**config.mk**
```make
export PLATFORM = sky130hd
export DESIGN_NAME = npc_ctrl
export DESIGN_NICKNAME = d
export VERILOG_FILES = /design/src/rtl/npc_pkg.sv /design/src/rtl/npc_watchdog.sv /design/src/rtl/npc_ctrl.sv
export SDC_FILE = /design/constraint.sdc
export NUM_CORES = 1
export LEC_CHECK = 0
export BUFFER_PORTS_ARGS = -buffer_cell sky130_fd_sc_hd__buf_2
export CAP_MARGIN = 20
export CORE_MARGIN = 2
export CORE_UTILIZATION = 53
export CTS_BUF_LIST = sky130_fd_sc_hd__clkbuf_4
export DETAILED_ROUTE_END_ITERATION = 10
export GPL_ROUTABILITY_DRIVEN = 0
export PLACE_DENSITY = 0.83
export SETUP_SLACK_MARGIN = 0.1
export SLEW_MARGIN = 20
export SYNTH_ARGS = -nofsm -noshare
export SYNTH_HDL_FRONTEND = slang
export SYNTH_HIERARCHICAL = 1
export SYNTH_SLANG_ARGS = --single-unit
```
**constraint.sdc**
```tcl
create_clock -name clk -period 3.85 [get_ports clk]
set_clock_uncertainty 0.05 [all_clocks]
set_input_delay 0.385 -clock clk [delete_from_list [all_inputs] [get_ports clk]]
set_output_delay 0.385 -clock clk [all_outputs]
set_load 0.05 [all_outputs]
```
**src/rtl/npc_pkg.sv**
```systemverilog
// Shared definitions for the NPC core control path: state encoding,
// well-known instruction words and the architectural reset PC.
package npc_pkg;

    localparam logic [2:0] ST_IDLE  = 3'd0;
    localparam logic [2:0] ST_FETCH = 3'd1;
    localparam logic [2:0] ST_FWAIT = 3'd2;
    localparam logic [2:0] ST_EXEC  = 3'd3;
    localparam logic [2:0] ST_MEM   = 3'd4;
    localparam logic [2:0] ST_MWAIT = 3'd5;
    localparam logic [2:0] ST_WB    = 3'd6;
    localparam logic [2:0] ST_HALT  = 3'd7;

    typedef enum logic [2:0] {
        S_IDLE  = ST_IDLE,
        S_FETCH = ST_FETCH,
        S_FWAIT = ST_FWAIT,
        S_EXEC  = ST_EXEC,
        S_MEM   = ST_MEM,
        S_MWAIT = ST_MWAIT,
        S_WB    = ST_WB,
        S_HALT  = ST_HALT
    } npc_state_e;

    localparam logic [31:0] INST_EBREAK  = 32'h00100073;
    localparam logic [31:0] NPC_RESET_PC = 32'h80000000;

    // States in which the sequencer is waiting on an external handshake
    // and therefore is guarded by the watchdog.
    function automatic logic is_wait_state(input npc_state_e s);
        return (s == S_FETCH) || (s == S_FWAIT) || (s == S_MEM) || (s == S_MWAIT);
    endfunction

endpackage

```
**src/rtl/npc_watchdog.sv**
```systemverilog
// Cycle counter guarding handshake wait states. Cleared on any state
// change, advanced while waiting; expire flags the last allowed cycle.
module npc_watchdog
    import npc_pkg::*;
#(
    parameter int TIMEOUT = 256,
    parameter int TO_W    = 9
) (
    input  logic clk,
    input  logic rst,
    input  logic clr,
    input  logic inc,
    output logic expire
);

    logic [TO_W-1:0] cnt;

    // wait-cycle counter; clear has priority over increment
    always_ff @(posedge clk or posedge rst) begin
        if (rst) begin
            cnt <= '0;
        end else if (clr) begin
            cnt <= '0;
        end else if (inc) begin
            cnt <= cnt + TO_W'(1);
        end
    end

    // last cycle in which the awaited handshake may still arrive
    assign expire = (cnt == TO_W'(TIMEOUT - 1));

endmodule

```
**src/rtl/npc_ctrl.sv**
```systemverilog
// Multi-cycle sequencer for the NPC core: fetch over valid/ready, hold the
// instruction, run an optional memory access, then commit PC/regfile.
//
// state  | meaning
// -------+---------------------------------------------------------------
// IDLE   | reset state, one cycle before the first fetch
// FETCH  | fetch request presented, waiting for ifu_req_ready
// FWAIT  | request accepted, waiting for ifu_rsp_valid; loads inst
// EXEC   | decode/ALU settle; picks ebreak halt, memory path or writeback
// MEM    | data request presented, waiting for lsu_req_ready
// MWAIT  | data request accepted, waiting for lsu_rsp_valid
// WB     | commit: pc_wen, reg_wen unless store, instret++
// HALT   | parked until reset (ebreak or watchdog expiry)
module npc_ctrl
    import npc_pkg::*;
#(
    parameter int TIMEOUT = 256,
    parameter int TO_W    = 9
) (
    input  logic        clk,
    input  logic        rst,
    output logic        ifu_req_valid,
    input  logic        ifu_req_ready,
    input  logic        ifu_rsp_valid,
    input  logic [31:0] ifu_rsp_data,
    output logic [31:0] inst,
    input  logic        is_load,
    input  logic        is_store,
    output logic        lsu_req_valid,
    input  logic        lsu_req_ready,
    input  logic        lsu_rsp_valid,
    output logic        pc_wen,
    output logic        reg_wen,
    output logic [31:0] instret,
    output logic        halt,
    output logic        halt_err
);

    npc_state_e state;
    npc_state_e state_nxt;
    logic       wd_expire;
    logic       wd_clr;
    logic       wd_inc;
    logic       halt_err_set;

    npc_watchdog #(
        .TIMEOUT (TIMEOUT),
        .TO_W    (TO_W)
    ) u_watchdog (
        .clk    (clk),
        .rst    (rst),
        .clr    (wd_clr),
        .inc    (wd_inc),
        .expire (wd_expire)
    );

    // state register
    always_ff @(posedge clk or posedge rst) begin
        if (rst) begin
            state <= S_IDLE;
        end else begin
            state <= state_nxt;
        end
    end

    // next-state decode and Moore strobes; a handshake in the final
    // watchdog cycle still wins over expiry
    always_comb begin
        state_nxt     = state;
        ifu_req_valid = 1'b0;
        lsu_req_valid = 1'b0;
        pc_wen        = 1'b0;
        reg_wen       = 1'b0;
        halt          = 1'b0;
        halt_err_set  = 1'b0;
        case (state)
            S_IDLE: begin
                state_nxt = S_FETCH;
            end
            S_FETCH: begin
                ifu_req_valid = 1'b1;
                if (ifu_req_ready) begin
                    state_nxt = S_FWAIT;
                end else if (wd_expire) begin
                    state_nxt    = S_HALT;
                    halt_err_set = 1'b1;
                end
            end
            S_FWAIT: begin
                if (ifu_rsp_valid) begin
                    state_nxt = S_EXEC;
                end else if (wd_expire) begin
                    state_nxt    = S_HALT;
                    halt_err_set = 1'b1;
                end
            end
            S_EXEC: begin
                if (inst == INST_EBREAK) begin
                    state_nxt = S_HALT;
                end else if (is_load || is_store) begin
                    state_nxt = S_MEM;
                end else begin
                    state_nxt = S_WB;
                end
            end
            S_MEM: begin
                lsu_req_valid = 1'b1;
                if (lsu_req_ready) begin
                    state_nxt = S_MWAIT;
                end else if (wd_expire) begin
                    state_nxt    = S_HALT;
                    halt_err_set = 1'b1;
                end
            end
            S_MWAIT: begin
                if (lsu_rsp_valid) begin
                    state_nxt = S_WB;
                end else if (wd_expire) begin
                    state_nxt    = S_HALT;
                    halt_err_set = 1'b1;
                end
            end
            S_WB: begin
                pc_wen    = 1'b1;
                reg_wen   = !is_store;
                state_nxt = S_FETCH;
            end
            S_HALT: begin
                halt = 1'b1;
            end
            default: begin
                state_nxt = S_IDLE;
            end
        endcase
    end

    assign wd_clr = (state_nxt != state);
    assign wd_inc = is_wait_state(state);

    // instruction register, loaded only on the fetch response handshake
    always_ff @(posedge clk or posedge rst) begin
        if (rst) begin
            inst <= '0;
        end else if ((state == S_FWAIT) && ifu_rsp_valid) begin
            inst <= ifu_rsp_data;
        end
    end

    // retired-instruction counter, wraps naturally
    always_ff @(posedge clk or posedge rst) begin
        if (rst) begin
            instret <= '0;
        end else if (state == S_WB) begin
            instret <= instret + 32'd1;
        end
    end

    // sticky watchdog-halt flag
    always_ff @(posedge clk or posedge rst) begin
        if (rst) begin
            halt_err <= 1'b0;
        end else if (halt_err_set) begin
            halt_err <= 1'b1;
        end
    end

endmodule

```
# ---- Word-level counts from Yosys, hierarchy flattened
# Cells that the tools add are included.
dict set report word_totals {
  input_bits 40
  ff_bits 77
  output_inout_bits 70
  elab_cells 47
}
dict set report classes {
  eq_ne 10
  mux 21
  add_sub_neg 2
  n_reduce_logical 9
}
# operator n
set ops {}
lappend ops {{$add A32 B1 Y32 const B} 1}
lappend ops {{$eq A32 B21 Y1 const B} 1}
lappend ops {{$mux W9} 2}
lappend ops {{$pmux W3 S6} 1}
lappend ops {{$mux W3} 5}
lappend ops {{$eq A3 B3 Y1 const B} 4}
lappend ops {{$mux W1} 10}
lappend ops {{$add A9 B1 Y9 const B} 1}
lappend ops {{$eq A9 B8 Y1 const B} 1}
lappend ops {{$eq A3 B2 Y1 const B} 2}
lappend ops {{$logic_or A1 B1 Y1} 4}
lappend ops {{$mux W2} 2}
lappend ops {{$pmux W1 S4} 1}
lappend ops {{$eq A3 B1 Y1 const B} 1}
lappend ops {{$logic_not A3 Y1} 1}
lappend ops {{$ne A3 B3 Y1} 1}
lappend ops {{$reduce_bool A2 Y1} 1}
lappend ops {{$reduce_or A2 Y1} 1}
lappend ops {{$logic_and A1 B1 Y1} 1}
lappend ops {{$logic_not A1 Y1} 1}

# ---- Logic depth before layout (Yosys ltp)
# Gate-level depths: netlist of the first run.
dict set report logic_depth {
  ltp_word 6
  depth_mapped 13
  ltp_nobuf 12
}

# ---- By module
# Netlist of the first run, hierarchy kept.
# mod seq_area_each_um2 n_inst area_per_inst_um2 cells_each
set by_module_without_submodules {}
lappend by_module_without_submodules {npc_ctrl 1701.6 1 3078.0 249}
lappend by_module_without_submodules {npc_watchdog 225.2 1 454.2 46}

# ---- Worst setup path before layout of the first run
# OpenSTA, ideal clock, no wires.
dict set report synth_path {
  kind {reg-to-reg}
  startpoint {register u_watchdog.cnt[0]}
  endpoint {register u_watchdog.cnt[7]}
  path_stages_with_launch 14
  path_buffers 1
  slack_ns 1.015
  required_time_ns 3.722
  synth_period_minus_slack_ns 2.835
  arrival_ns 2.707
  setup_ns 0.078
  cell_sequence {dfrtp_1 > ha_1 > nand4_1 > nor2_1 > ha_1 > or3b_2 > a21oi_1 > a221o_1 > nand2b_1 > o221ai_1 > clkbuf_2 > nor2_1 > or4_1 > a21oi_1}
}
dict set report synth_between {
  elab_chain_len 6
  word_cells_on_any_way 12
  classes_between {add/sub (1); eq/ne (2); mux (8); reduce/logical (1)}
}
# element line_no
set synth_rtl {}
lappend synth_rtl {{start: declaration} npc_watchdog.sv:16} ;# logic [TO_W-1:0] cnt;
lappend synth_rtl {{start signal: assignment} npc_watchdog.sv:25} ;# cnt <= cnt + TO_W'(1);
lappend synth_rtl {{$eq A9 B8 Y1 *} npc_watchdog.sv:30} ;# assign expire = (cnt == TO_W'(TIMEOUT - 1));
lappend synth_rtl {{via wd_expire} npc_ctrl.sv:41} ;# logic wd_expire;
lappend synth_rtl {{$mux W3 *} -}
lappend synth_rtl {{$mux W3 (on tied branches)} -}
lappend synth_rtl {{$pmux W3 S6 *} npc_ctrl.sv:76} ;# case (state)
lappend synth_rtl {{$ne A3 B3 Y1 *} npc_ctrl.sv:137} ;# assign wd_clr = (state_nxt != state);
lappend synth_rtl {{via wd_clr} npc_ctrl.sv:42} ;# logic wd_clr;
lappend synth_rtl {{$mux W9 or $reduce_bool A2 Y1 (tied branches)} -}
# Mark *: on every way through the listed nets, which the timed path passes. The rest lies on a longest branch. The select of a mux whose other input is x is not followed.
# A chain may end at the register's enable or synchronous reset.

# ---- Final worst setup path of the first run
dict set report layout_path {
  startpoint {register u_watchdog.cnt[1]}
  endpoint {register u_watchdog.cnt[7]}
}
# The elaborated chain is that of the path after synthesis.

==> flow_summary.ini, run 1 <==
[outcome]
status = finished clean

[worst_setup_path]
start_kind = flop
crit_path_max_incr_delay_ns = 0.50
r2r_start = u_watchdog/cnt[1]$_DFFE_PP0P_
critPathArrivalTime_ns = 3.39
setup.worst_path.start = u_watchdog/cnt[1]$_DFFE_PP0P_
cp_max_fo = 10
critPathSlowestCell = or4_1
cp_data_required_time_ns = 4.14
crit_type = flop to flop
cp-end-kind = flop
path_cells = ha_1, nand4_1, nor2_1, ha_1, or3b_2, a21oi_1, a221o_1, nand2b_1, o221ai_1, buf_4, nor2_1, or4_1, a21oi_1

[power]
fin_total_pwr_mw = 3.39
ir_drop_v = 0.000659
power_density_nw_per_um2 = 784
leakagePower_nw = 2.14

[finish]
fillers = 496
multiInputGateArea_um2 = 1530
final_cell_mix = buf_2 (109), dfrtp_1 (77), mux2_2 (34)
finish.instance_area_um2 = 4320
layout_commonest_cell = buf_2
drive_gt1_share_pct = 41.8
num_antenna_cells = 0
areaGrowthSynthToFinish_pct = 22.2
final_cells = 491
seq_area_um2 = 1930
nNetsFinal = 452

[clock_tree]
clock_latency_ns = 0.42
cts_inserted_buffers = 9
cts_tree = done
clock_sinks = 77
clkTransAtPathRegs_ns = 0.12
cts_resized = 0
htree_levels = 3
root_buffer = clkbuf_4
cts_buffer_depth = 2

[logic_synthesis]
yosysTopAreaCellShare_pct = 54.6
yosysWarnings = 6
synth_edf_count = 0
synth-seq-cells = 77
syn_area_um2 = 3530
yosysUniqueCellTypes = 45
syn-num-nets = 338
postSynthAreaPerCell_um2 = 12.0
synth_ff_type = dfrtp_1
syn_inst = 295
async_flop_share_pct = 100
synth_top_area_cell = dfrtp_1
synth_seq_area_share_pct = 54.6
synth_area_leaders = dfrtp_1 (55%), mux2_2 (11%), xnor2_1 (6.9%)

[sta]
fin_tns_setup_ns = 0
rsz0062_at_grt = no
worstMarginPinSlew_ns = 0.777
maxSlewHeadroom_pct = 47.9
period_needed_ns = 3.10
fmax_ghz = 0.323
setup_viol = 0
timing.final.crit_share_pct = 80.5
finalHoldViolCount = 0
worst_hold_slack_ns = 0.140
timing.final.max_slew_violations = 0

[global_route]
grt_use_total_pct = 20.3
grt_start_max_net_pins = 38
grt_pass1_wl_um = 11600
overflow = 0
antenna_found_initial = 0
grt_pass1_vias = 2536

[detailed_routing]
vias = 2670
drt_iter0_drc = 117
wl_per_cell_um = 14.5
drc = 0
via_per_inst = 5.44
ant_nets = 0
wl_um = 7120
first_pass_iters = 4

[hold_path]
worstHoldStart = ifu_rsp_data[27]
min_path_type = input port to flop

[die]
dieWidth_um = 85.6
initial_core_util_pct = 55.3
rows = 29
core_um2 = 6390
fp.dieArea_um2 = 7330
die_h_um = 85.6
ios = 110

[placement]
port_buffers = 109
dp_hpwl_um = 5330
dp_cells = 474
placed_cell_area_um2 = 4150

[flow_run]
drv_cap = 0
## area by class of cell
| cell class | count | share of cell area, % |
|---|---|---|
| sequential | 77 | 44.6 |
| clock inverter | 6 | 1.97 |
| timing repair buffer | 113 | 13.4 |
| inverter | 8 | 0.696 |
| clock buffer | 10 | 1.74 |
| tap | 77 | 2.23 |
| multi-input combinational | 200 | 35.3 |
## report_power, final
| group | internal (mW) | leakage [nW] | switching (mW) |
|---|---|---|---|
| clock | 0.270 | 0.0844 | 0.267 |
| sequential | 1.02 | 1.00 | 0.223 |
| combinational | 0.492 | 1.05 | 1.11 |
## through the flow
stage	setup slack, ns	utilization [%]
2_1_floorplan	1.02	-
3_3_place_gp	0.898	64.9
3_5_place_dp	0.735	64.9
4_1_cts	0.741	67.6
5_1_grt	0.456	67.6
6_report	0.752	67.6
## final timing paths
| path | end | slack [ns] | cells after the start |
|---|---|---|---|
| min reg2reg | instret[31]$_DFFE_PP0P_ | 0.43 | 1 |
| max | u_watchdog/cnt[7]$_DFFE_PP0P_ | 0.75 | 13 |
| max reg2reg | u_watchdog/cnt[7]$_DFFE_PP0P_ | 0.75 | 13 |
| min in group asynchronous | u_watchdog/cnt[6]$_DFFE_PP0P_ | 0.43 | 3 |
| min | inst[27]$_DFFE_PP0P_ | 0.14 | 2 |
| max in group asynchronous | state[1]$_DFF_PP0_ | 2.25 | 4 |
## registers in the layout, summed over array words and instances (netlist names)
name / flops
u_watchdog/cnt: 9
halt_err: 1
inst: 32
state: 3
instret: 32
## cell families after synthesis
family	count (synthesis)	share of synthesized area, %
and+or+nand+nor	101	17.1
buffers and inverters	18	2.41
xor gates and xnor gates	38	9.42
adders and majority gates	3	1.06
muxes	35	11.1
AOI/OAI and AO/OA	23	4.36
DFF	77	54.6
## layer usage
metal | vias to the layer above | part of all wire [%] | global-route usage, %
li1 | 1278 | - | -
met1 | 1301 | 42 | 25.1
met2 | 83 | 49 | 32.7
met3 | 8 | 8.2 | 7.60
met4 | 0 | 1.0 | 7.79
met5 | - | 0 | 0
## worst max-delay path, delay by kind of cell (launching register included)
kind | cells | cell delay, ns
compound gates | 4 | 0.54
fa+ha+maj | 2 | 0.50
buf+inv | 1 | 0.20
flops | 1 | 0.42
simple gates | 6 | 1.33
## cell usage after synthesis (4+ instances only)
cell type,n
a21oi_1,6
and4_1,4
buf_2,5
dfrtp_1,77
inv_1,8
mux2_2,34
nand2_1,16
nand3_1,11
nand4_1,13
nor2_1,21
nor4_1,5
o21ai_0,5
xnor2_1,28
xor2_1,10
## timing repair
action                    CTS  global route
hold endpoints to repair    9             0
setup buffers               0             0
hold buffers                1             0
No activity file was read; power rests on OpenSTA's default activity.
==> run 2, diff against run 1 <==
Settings changed: CORE_UTILIZATION 53 to 48, PLACE_DENSITY 0.83 to 0.8.
Clock period 3.85 ns to 2.8 ns, I/O delays scaled along.
==> run 2 against run 1 <==
Net effect:
- sequential share of layout area down 0.71 points
- sequential power is 38% higher
- flip-flop and latch count is the same
- clock power up 17%
- final cell count increased by 5.3%
- worst setup slack got worse by 0.58 ns
- largest cell class unchanged
==> flow_summary.ini, run 2 (synthesis results as in run 1) <==
[outcome]
status = finished clean

[sta]
worst_hold_slack_ns = 0.0282
fin_tns_setup_ns = 0
fmax_ghz = 0.381
worstMarginPinSlew_ns = 0.695
setup_viol = 0
timing.final.crit_share_pct = 93.8
setup_ws_ns = 0.174
maxSlewHeadroom_pct = 53.6
period_needed_ns = 2.63
timing.final.max_slew_violations = 0
rsz0062_at_grt = yes
finalHoldViolCount = 0

[finish]
final_cells = 517
areaGrowthSynthToFinish_pct = 24.2
nNetsFinal = 458
layout_commonest_cell = buf_2
post-route-util_pct = 61.1
finish.instance_area_um2 = 4390
drive_gt1_share_pct = 43.5
num_antenna_cells = 0
reg_top3 = inst (32), instret (32), u_watchdog/cnt (9)
final_cell_mix = buf_2 (109), dfrtp_1 (77), mux2_2 (34)

[power]
total_switching_power_mw = 2.26
p_sw_share_pct = 48.6
pwr-share-comb_pct = 49.5
internal-power_mw = 2.39
leakagePower_nw = 2.15
power_density_nw_per_um2 = 1060
ir_drop_v = 0.000881
p_seq_share_pct = 37.0
p_clk_share_pct = 13.5
fin_total_pwr_mw = 4.65

[die]
initial_core_util_pct = 49.2
dieWidth_um = 89.8
core_um2 = 7180
fp.dieArea_um2 = 8060
die_h_um = 89.8
rows = 31
ios = 110

[clock_tree]
root_buffer = clkbuf_4
clock_latency_ns = 0.42
cts_buffer_depth = 2
clkTransAtPathRegs_ns = 0.12
htree_levels = 3
clock_sinks = 77
cts_inserted_buffers = 9
cts_tree = done

[worst_setup_path]
reg2reg_slack_ns = 0.17
crit_type = flop to flop
path_delay_family = simple AND/OR/NAND/NOR gates
cp-end-kind = flop
crit_path_max_incr_delay_ns = 0.42
crit_buf_inv = 0
cp_max_fo = 6
cp_data_required_time_ns = 3.10
critPathArrivalTime_ns = 2.93
start_kind = flop
path_cells = ha_2, nand4_1, nor2_1, ha_2, or3b_4, a21oi_2, a221o_1, nand2b_1, o221ai_2, nor2_2, or4_1, a21oi_2
critPathSlowestCell = or4_1

[detailed_routing]
first_pass_iters = 4
drc = 0
wl_um = 7470
ant_nets = 0
via_per_inst = 5.33
drt_iter0_drc = 94
wl_per_cell_um = 14.4
vias = 2757

[global_route]
grtUsageMet1_pct = 24.9
gr-usage-met2_pct = 29.9
grt.busiest_layer = met2
grt_start_max_net_pins = 36
antenna_found_initial = 0
grt_use_total_pct = 19.2
overflow = 0
grtUsageMet3_pct = 5.95
grt_pass1_vias = 2608
grt_pass1_wl_um = 12500

[hold_path]
min_path_type = input port to flop

[placement]
dp_hpwl_um = 5400
placed_cell_area_um2 = 4210
post-place-ws_ns = 0.0154
dp_cells = 497
port_buffers = 109

[flow_run]
drv_cap = 0
run 2: cell types whose count changed in the layout (fill, tap and decap cells not counted), moves of 2 or more:
| cell | change |
|---|---|
| ha_1 | -2 |
| ha_2 | +2 |
| a21oi_1 | -2 |
| buf_4 | +5 |
| a21oi_2 | +2 |
run 2: cell type report:
| cell class | count | area [µm²] |
|---|---|---|
| fillers | 588 | 2790 |
| flip-flops and latches | 77 | 1930 |
| repair buffers | 119 | 636 |
| well taps | 99 | 124 |
| clock buffers | 9 | 67.6 |
| clock inverters | 5 | 53.8 |
| multi-input cells | 200 | 1550 |
| inverters | 8 | 30.0 |
run 2: path summary, 6_finish.rpt:
path                                               start                       endpoint  cells after the start
hold reg to reg                     halt_err$_DFFE_PP0P_           halt_err$_DFFE_PP0P_                      1
setup / recovery           u_watchdog/cnt[0]$_DFFE_PP0P_  u_watchdog/cnt[7]$_DFFE_PP0P_                     12
min in group asynchronous                            rst  u_watchdog/cnt[1]$_DFFE_PP0P_                      3
hold / removal                          ifu_rsp_data[28]           inst[28]$_DFFE_PP0P_                      2
setup reg to reg           u_watchdog/cnt[0]$_DFFE_PP0P_  u_watchdog/cnt[7]$_DFFE_PP0P_                     12
max in group asynchronous                            rst         instret[8]$_DFFE_PP0P_                      4
run 2: power groups by stage:
stage | registers (mW) | clock network, mW | logic [mW]
global placement | 1.73 | 0 | 2.22
detailed placement | 1.74 | 0 | 2.26
global route | 1.77 | 0.694 | 2.42
finish | 1.72 | 0.628 | 2.30
CTS | 1.72 | 0.636 | 2.28
floorplan | 2.54 | 0 | 0.920
run 2: layer usage:
| metal | wire, µm | share of wire, % |
|---|---|---|
| met4 | 135 | 1.8 |
| met2 | 3500 | 47 |
| met3 | 617 | 8.3 |
| met5 | 0 | 0 |
| met1 | 3220 | 43 |
run 2: repair_timing:
action,4_1_cts,5_1_grt
setup buffers,3,2
endpoints found under the setup margin,2,2
resized for setup,0,2
pin swaps,2,8
hold endpoints to repair,42,0
cloned,0,0
hold buffers,1,0
==> run 3, diff against run 2 <==
Settings changed: CORE_UTILIZATION 48 to 46, CTS_BUF_LIST sky130_fd_sc_hd__clkbuf_4 to unset, PLACE_DENSITY 0.8 to 0.77.
==> run 3 against run 2 <==
Net effect:
- sequential power hardly changed
- sequential share of layout area is 1.2 points lower
- final cell count is 1.2% higher
- combinational power is 5% higher
- die area is 4.2% higher
- highest routed layer unchanged
- critical endpoint unchanged
- non-clock buffer count is 4 higher
- clock power is 34% higher
- total power is 6.8% higher
- global-route usage is 0.24 points lower
- flip-flop and latch count stayed put
- critical path depth stayed put
- count of clock-buffer cells in the layout is 2 higher
==> flow_summary.ini, run 3 (synthesis results as in run 1) <==
[global_route]
grt_start_max_net_pins = 36
overflow = 0
grt_pass1_vias = 2766
grt_pass1_wl_um = 12900
grt_use_total_pct = 18.9
antenna_found_initial = 0

[sta]
maxSlewHeadroom_pct = 49.5
rsz0062_at_grt = yes
finalHoldViolCount = 0
period_needed_ns = 2.61
setup_viol = 0
fmax_ghz = 0.383
worstMarginPinSlew_ns = 0.757
timing.final.crit_share_pct = 93.3
setup_ws_ns = 0.187
fin_tns_setup_ns = 0
timing.final.max_slew_violations = 0

[worst_setup_path]
r2r_start = u_watchdog/cnt[0]$_DFFE_PP0P_
crit_type = flop to flop
rr_endpoint = u_watchdog/cnt[7]$_DFFE_PP0P_
cp_data_required_time_ns = 3.01
critPathArrivalTime_ns = 2.83
reg2reg_slack_ns = 0.19
r2r_cells = 12
cp_max_fo = 7
cp-end-kind = flop
start_kind = flop

[detailed_routing]
drc = 0
wl_per_cell_um = 14.5
ant_nets = 0
drt_iter0_drc = 198
first_pass_iters = 4
via_per_inst = 5.20
vias = 2718
wl_um = 7600

[placement]
post-place-ws_ns = 0.0464
dp_hpwl_um = 5430
port_buffers = 109

[power]
p_clk_share_pct = 17.0
pwr-share-comb_pct = 48.6
total_switching_power_mw = 2.32
p_sw_share_pct = 46.7
power_density_nw_per_um2 = 1100
ir_drop_v = 0.000893
p_seq_share_pct = 34.4
internal-power_mw = 2.64
leakagePower_nw = 2.20

[clock_tree]
clock_sinks = 77
clock_latency_ns = 0.33
cts_inserted_buffers = 9
cts_tree = done
cts_buffer_depth = 2
clkTransAtPathRegs_ns = 0.08
htree_levels = 3
root_buffer = clkbuf_8

[finish]
num_antenna_cells = 0
fillers = 601
drive_gt1_share_pct = 45.0
layout_commonest_cell = buf_2
areaGrowthSynthToFinish_pct = 27.6
nNetsFinal = 462
reg_top3 = inst (32), instret (32), u_watchdog/cnt (9)
final_cell_mix = buf_2 (109), dfrtp_1 (77), mux2_2 (34)

[hold_path]
min_to = inst[8]$_DFFE_PP0P_
min_path_type = input port to flop
hold_path_depth = 2
worstHoldStart = ifu_rsp_data[8]

[die]
dieWidth_um = 91.6
initial_core_util_pct = 48.2
fp.dieArea_um2 = 8400
rows = 31
die_h_um = 91.6
ios = 110
core_um2 = 7330

[flow_run]
drv_cap = 0

[outcome]
status = finished clean
==> run 3: area by class of cell <==
cell class / count / area, µm² / share of cell area (%)
well taps: 99 / 124 / 2.75
multi-input cells: 200 / 1560 / 34.6
clock inverters: 5 / 58.8 / 1.31
clock buffers: 11 / 141 / 3.14
inverters: 8 / 30.0 / 0.666
repair buffers: 123 / 666 / 14.8
flip-flops and latches: 77 / 1930 / 42.8
==> run 3: routing by layer <==
layer  up-vias  wire length (µm)  GRT usage (%)
li1       1290                 -              -
met1      1324              3380           24.2
met2        96              3540           30.1
met3         8               553           6.49
met4         0               119           6.31
met5         -                 0              0
==> run 3: worst max-delay path, cell delays in order, from the launching register on <==
cell and delay [ns]:
dfrtp_1 0.36, ha_2 0.19, nand4_1 0.09, nor2_1 0.13, ha_2 0.25, or3b_4 0.39
a21oi_2 0.12, a221o_1 0.14, nand2b_1 0.07, o221ai_2 0.07, nor2_2 0.09, or4_4 0.42
a21oi_2 0.16
==> run 3: power groups by stage <==
stage	clock, mW	sequential, mW	combinational, mW
finish	0.844	1.71	2.41
global route	0.922	1.76	2.55
global placement	0	1.71	2.24
CTS	0.868	1.70	2.32
floorplan	0	2.54	0.920
detailed placement	0	1.72	2.28
==> run 3: how the worst max path moves through the flow <==
stage	startpoint	endpoint	slack, ns	cells past startpoint
6_report	u_watchdog/cnt[0]$_DFFE_PP0P_	u_watchdog/cnt[7]$_DFFE_PP0P_	0.19	12
5_1_grt	u_watchdog/cnt[0]$_DFFE_PP0P_	u_watchdog/cnt[7]$_DFFE_PP0P_	0.03	12
4_1_cts	u_watchdog/cnt[0]$_DFFE_PP0P_	u_watchdog/cnt[7]$_DFFE_PP0P_	0.11	12
3_5_place_dp	u_watchdog/cnt[0]$_DFFE_PP0P_	u_watchdog/cnt[7]$_DFFE_PP0P_	0.05	12
3_3_place_gp	u_watchdog/cnt[0]$_DFFE_PP0P_	u_watchdog/cnt[7]$_DFFE_PP0P_	0.14	12
2_1_floorplan	u_watchdog/cnt[0]$_DFFE_PP0P_	u_watchdog/cnt[7]$_DFFE_PP0P_	0.10	13
==> run 3: metrics by stage <==
step                      hold slack [ns]  cell area (µm²)  power [mW]  cells  utilization [%]
final                               0.120             4510        4.97    523             61.5
after global routing                0.105             4510        5.23    523             61.5
after CTS                           0.106             4450        4.89    518             60.7
after detailed placement            0.219             4220        4.00    498             57.5
after global placement              0.220             4220        3.95    498             57.5
after floorplan                    0.0579             3550        3.46    295                -
==> run 3: timing repair <==
action / CTS / global route
setup buffers: 3 / 5
endpoints found under the setup margin: 2 / 2
hold buffers: 1 / 0
pin swaps: 4 / 11
endpoints found under the hold margin: 9 / 0
gates resized for setup: 1 / 4
